<file path="config.mk">
export PLATFORM = sky130hd
export DESIGN_NAME = regfile_scoreboard
export DESIGN_NICKNAME = d
export VERILOG_FILES = /design/src/rtl/regfile_scoreboard.sv
export SDC_FILE = /design/constraint.sdc
export NUM_CORES = 2
export LEC_CHECK = 0
export CAP_MARGIN = 30
export CORE_ASPECT_RATIO = 2
export CORE_MARGIN = 2
export CORE_UTILIZATION = 30
export DETAILED_ROUTE_END_ITERATION = 8
export SLEW_MARGIN = 20
export SYNTH_ARGS = -nofsm -noshare
export SYNTH_HDL_FRONTEND = slang
export SYNTH_SLANG_ARGS = --single-unit
</file>
<file path="constraint.sdc">
create_clock -name clk -period 9.4 [get_ports clk]
set_clock_uncertainty 0.2 [all_clocks]
set_input_delay 2.35 -clock clk [delete_from_list [all_inputs] [get_ports clk]]
set_output_delay 2.35 -clock clk [all_outputs]
set_load 0.05 [all_outputs]
</file>
<file path="src/rtl/regfile_scoreboard.sv">
// Integer register file with writeback-to-read bypass and a per-register busy
// scoreboard that gates instruction issue on RAW/WAW hazards.
module regfile_scoreboard #(
  parameter int unsigned DATA_W = 32,
  parameter int unsigned ADDR_W = 5,
  parameter bit          BYPASS = 1'b1
) (
  input  logic              clk,
  input  logic              rst_n,
  input  logic [ADDR_W-1:0] rs1_sel_in,
  input  logic [ADDR_W-1:0] rs2_sel_in,
  input  logic              rs1_en,
  input  logic              rs2_en,
  output logic [DATA_W-1:0] rs1_value_out,
  output logic [DATA_W-1:0] rs2_value_out,
  output logic              rs1_busy,
  output logic              rs2_busy,
  input  logic              issue_valid,
  input  logic              issue_rd_en,
  input  logic [ADDR_W-1:0] issue_rd,
  output logic              issue_ready,
  input  logic              write_enable,
  input  logic [ADDR_W-1:0] rd_sel_in,
  input  logic [DATA_W-1:0] write_data_in,
  input  logic              flush
);

  localparam int unsigned NREGS = 2**ADDR_W;

  logic [DATA_W-1:0] regs [NREGS];
  logic [NREGS-1:0]  busy;
  logic [NREGS-1:0]  busy_next;

  logic wr_active;
  logic rs1_fwd, rs2_fwd, rd_fwd;
  logic rd_busy;
  logic raw, waw;
  logic issue_accept;

  assign wr_active = write_enable && (rd_sel_in != '0);

  // Forward match only exists with bypass; it also exempts busy, so without
  // bypass a register reads busy until the cycle after its writeback.
  assign rs1_fwd = BYPASS && write_enable && (rd_sel_in == rs1_sel_in);
  assign rs2_fwd = BYPASS && write_enable && (rd_sel_in == rs2_sel_in);
  assign rd_fwd  = BYPASS && write_enable && (rd_sel_in == issue_rd);

  always_comb begin
    rs1_value_out = '0;
    if (rs1_sel_in != '0) begin
      rs1_value_out = rs1_fwd ? write_data_in : regs[rs1_sel_in];
    end
  end

  always_comb begin
    rs2_value_out = '0;
    if (rs2_sel_in != '0) begin
      rs2_value_out = rs2_fwd ? write_data_in : regs[rs2_sel_in];
    end
  end

  assign rs1_busy = busy[rs1_sel_in] && !rs1_fwd;
  assign rs2_busy = busy[rs2_sel_in] && !rs2_fwd;
  assign rd_busy  = busy[issue_rd]   && !rd_fwd;

  assign raw          = (rs1_en && rs1_busy) || (rs2_en && rs2_busy);
  assign waw          = issue_rd_en && rd_busy;
  assign issue_ready  = !raw && !waw && !flush;
  assign issue_accept = issue_valid && issue_ready;

  // Clear before set so a same-edge issue keeps the register busy for the
  // newer producer; flush overrides both.
  always_comb begin
    busy_next = busy;
    if (wr_active) begin
      busy_next[rd_sel_in] = 1'b0;
    end
    if (issue_accept && issue_rd_en && (issue_rd != '0)) begin
      busy_next[issue_rd] = 1'b1;
    end
    if (flush) begin
      busy_next = '0;
    end
  end

  always_ff @(posedge clk or negedge rst_n) begin
    if (!rst_n) begin
      busy <= '0;
      for (int unsigned i = 0; i < NREGS; i++) begin
        regs[i] <= '0;
      end
    end else begin
      busy <= busy_next;
      if (wr_active) begin
        regs[rd_sel_in] <= write_data_in;
      end
    end
  end

endmodule

</file>
==> summary.md <==
| Metric | Value |
|---|---|
| Status | `complete, no violations` |
| Worst VDD drop | `roughly 0.13 mV` |
| CTS tree | `built` |
| CP Class | `primary input to primary output` |
| Syn-to-layout area delta | `13.5%` |
| Worst slack, placed | `approximately 0.6 ns` |
| Setup TNS | `0 ns` |
| Final number of setup-violating endpoints | `0` |
| HP Start | `regs[1002]` |
| Post-Syn Instances | `about 3700` |
| Total gr overflow | `0` |
| Worst Hold Class | `flip-flop to flip-flop` |
| Cell Count, Final, Fillers Out | `approximately 6200` |
| Slowest stage delay, CP | `around 0.76 ns` |
| Yosys cell types | `50` |
| CP most frequent cell | `clkdlybuf4s50_1` |
| Register area share after synthesis | `0.460` |
| Post-synthesis register bit count | `between 1000 and 1500` |
| Initial antenna violation count | `5` |
| DR vias | `between 30000 and 40000` |
| RR Endpoint | `busy[23]` |
| Global-route wire length before repair | `about 280000 um` |
| Post-DP HPWL | `between 100000 and 150000 um` |
| TritonCTS Sinks | `roughly 1100` |
| Minimum clock period | `8.72 ns` |
| DR iter-0 viols | `around 2800` |
| Worst slew pin tran | `roughly 1.1 ns` |
| Worst r2r src | `busy[10]` |
| Initial core utilization | `0.301` |
| CP Launch Point | `rd_sel_in[3]` |
| Clock-pin transition on the worst setup and hold timing paths | `0.07 ns` |
| Syn_nets | `approximately 3700` |
| WHS Endpoint | `regs[1002]` |
| Vias in the first global route | `~38000` |
| Synth Warn # | `0` |
| Hold Crit Depth | `0` |
| Reg2reg setup slack | `6.64 ns` |
| Post-CTS sizing | `0` |
| Pin count of the biggest net entering global routing | `roughly 170` |
| Clock Tree Root | `clkbuf_16` |
| Row count | `between 200 and 250` |
| Post-detailed-route wirelength per cell | `30.4 um` |
| Fin nets | `between 3000 and 4000` |
| Full die area | `0.195 mm2` |
| Leak | `approximately 27 nW` |
| Worst setup EP type | `primary output` |
| Average cell area after synthesis | `15.6 um2` |
| H-tree levels | `3` |
| Max-cap check violation count | `0` |
| # DRC | `0` |
| Drt first pass iters | `5` |
| Final Max Tran Viols | `0` |
| Max Freq | `~110 MHz` |
| Ys async rst share | `1.00` |
| Die Span Y | `a little over 600 um` |
| Top_reg_cell synth | `dfrtp_1` |
| GRT Overall Usage | `0.193` |
| Maximum root-to-sink buffer count | `3` |
| Post-CTS Setup Inserts | `0` |
| Worst-path fanout max | `15` |
| Placed Area | `a little over 0.06 mm2` |
| Crit path launch type | `primary input` |
| P per Cell Area | `~200 mW/mm2` |
| Final Hold Vio Count | `0` |
| R2R depth | `7` |
| Final period util | `0.927` |
| Number of synthesized flops with an enable pin | `0` |
| Final instance area | `0.0652 mm2` |
| Clk Latency, worst-skew pair | `~0.7 ns` |
| Relative slew slack | `0.240` |
| IO Port Bufs | `126` |
| Routed wire length | `between 150000 and 200000 um` |
| Crit path cell chain | `clkdlybuf4s50_1 -> xor2_1 -> nor4_1 -> nand3_4 -> buf_4 -> nor2_1 -> a211oi_1 -> clkdlybuf4s50_1` |
| RSZ-0062 raised after global routing | `no` |
| Core Area | `around 0.19 mm2` |
| Layout cell share with drive strength beyond 1 | `0.552` |
| GP Congestion | `a little under 0.8` |
| CP arrival | `6.17 ns` |
| TritonCTS Buffers | `91` |
| CP Data Required Time | `6.85 ns` |
| Post-synth design cell area | `0.0575 mm2` |
| Placed instance count | `approximately 6000` |
| Post-route ant nets | `0` |
| IO Count | `around 130` |
| Setup ws final | `a little under 0.7 ns` |
| Slowest cell on crit path | `clkdlybuf4s50_1` |
| Vias per cell | `5.63` |
| Die width | `between 300 and 400 um` |
| Post-CTS Hold Buffers | `0` |
==> cells in the mapped netlist, drive strengths merged (9+ instances only) <==
cell       n  area, um2
a211oi    99        748
a21oi      9       45.0
buf      193       1010
clkbuf   243        912
dfrtp   1056      26400
mux2    1004      11300
mux2i    106       1060
mux4     624      14100
nand2     58        218
nand2b     9       56.3
nand3b    19        143
nor2      90        338
nor2b     22        138
nor3      18       90.1
o21ai     13       65.1
o31ai     28        210
or3b      19        166
==> kinds of logic after synthesis <==
group                     Yosys count  synth area share
muxes                            1734             0.460
DFF                              1056             0.460
buffers and inverters             440            0.0337
and+or+nand+nor                   263            0.0232
AOI/OAI and AO/OA                 166            0.0214
xor gates and xnor gates           15           0.00229
==> where the power goes <==
part           leakage (nW)  switching, W  internal (W)
registers              13.6      0.000601       0.00538
logic                  11.9       0.00135       0.00185
clock network          1.53       0.00183       0.00221
total                  27.0       0.00379       0.00944
==> through the flow <==
step | power (W) | hold slack [ns] | utilization
after floorplan | 0.00820 | 0.241 | -
after CTS | 0.0133 | 0.199 | 0.341
after global placement | 0.00916 | 0.176 | 0.323
after detailed placement | 0.00929 | 0.184 | 0.325
final | 0.0132 | 0.196 | 0.342
after global routing | 0.0138 | 0.210 | 0.342
==> worst max-delay path: cells and delay by family <==
| family | cells | cell delay [ns] |
|---|---|---|
| AO/OA/AOI/OAI | 1 | 0.16 |
| buffers and inverters | 3 | 1.84 |
| XOR/XNOR | 1 | 0.29 |
| AND/OR/NAND/NOR | 3 | 1.48 |
==> final cells by class <==
| cell class | count | area [um2] |
|---|---|---|
| Tap cell | 2519 | 3150 |
| Sequential cell | 1056 | 26400 |
| Multi-Input combinational cell | 2178 | 29400 |
| Clock inverter | 40 | 480 |
| Inverter | 4 | 15.0 |
| Fill cell | 18300 | 126000 |
| Antenna cell | 5 | 12.5 |
| Timing Repair Buffer | 285 | 3140 |
| Clock buffer | 126 | 2620 |
==> flip-flops by register name (all words and copies together), names as in the netlist <==
name	count
regs	1024
busy	32
==> routing by layer <==
| layer | wire length (um) | GRT usage |
|---|---|---|
| met3 | 8230 | 0.0223 |
| met2 | 97600 | 0.340 |
| met5 | 9 | 0 |
| met4 | 8040 | 0.0784 |
| met1 | 74700 | 0.240 |
==> worst max path at each step <==
stage,endpoint,slack [ns]
after floorplan,rs2_value_out[26],1.84
after global placement,rs2_value_out[17],0.53
after detailed placement,rs2_value_out[17],0.58
after CTS,rs2_value_out[17],0.57
after global routing,rs2_value_out[17],0.51
final,rs2_value_out[17],0.68
==> cell usage in the layout, fill, tap and decap left out, drive strengths merged, types with 58 or more instances in the layout <==
cell,count
dfrtp,1056
mux2,1004
mux4,624
buf,206
clkbuf,126
mux2i,106
a211oi,99
nor2,90
clkdlybuf4s50,79
nand2,58
Note: power is estimated with default switching activity, not from simulation.
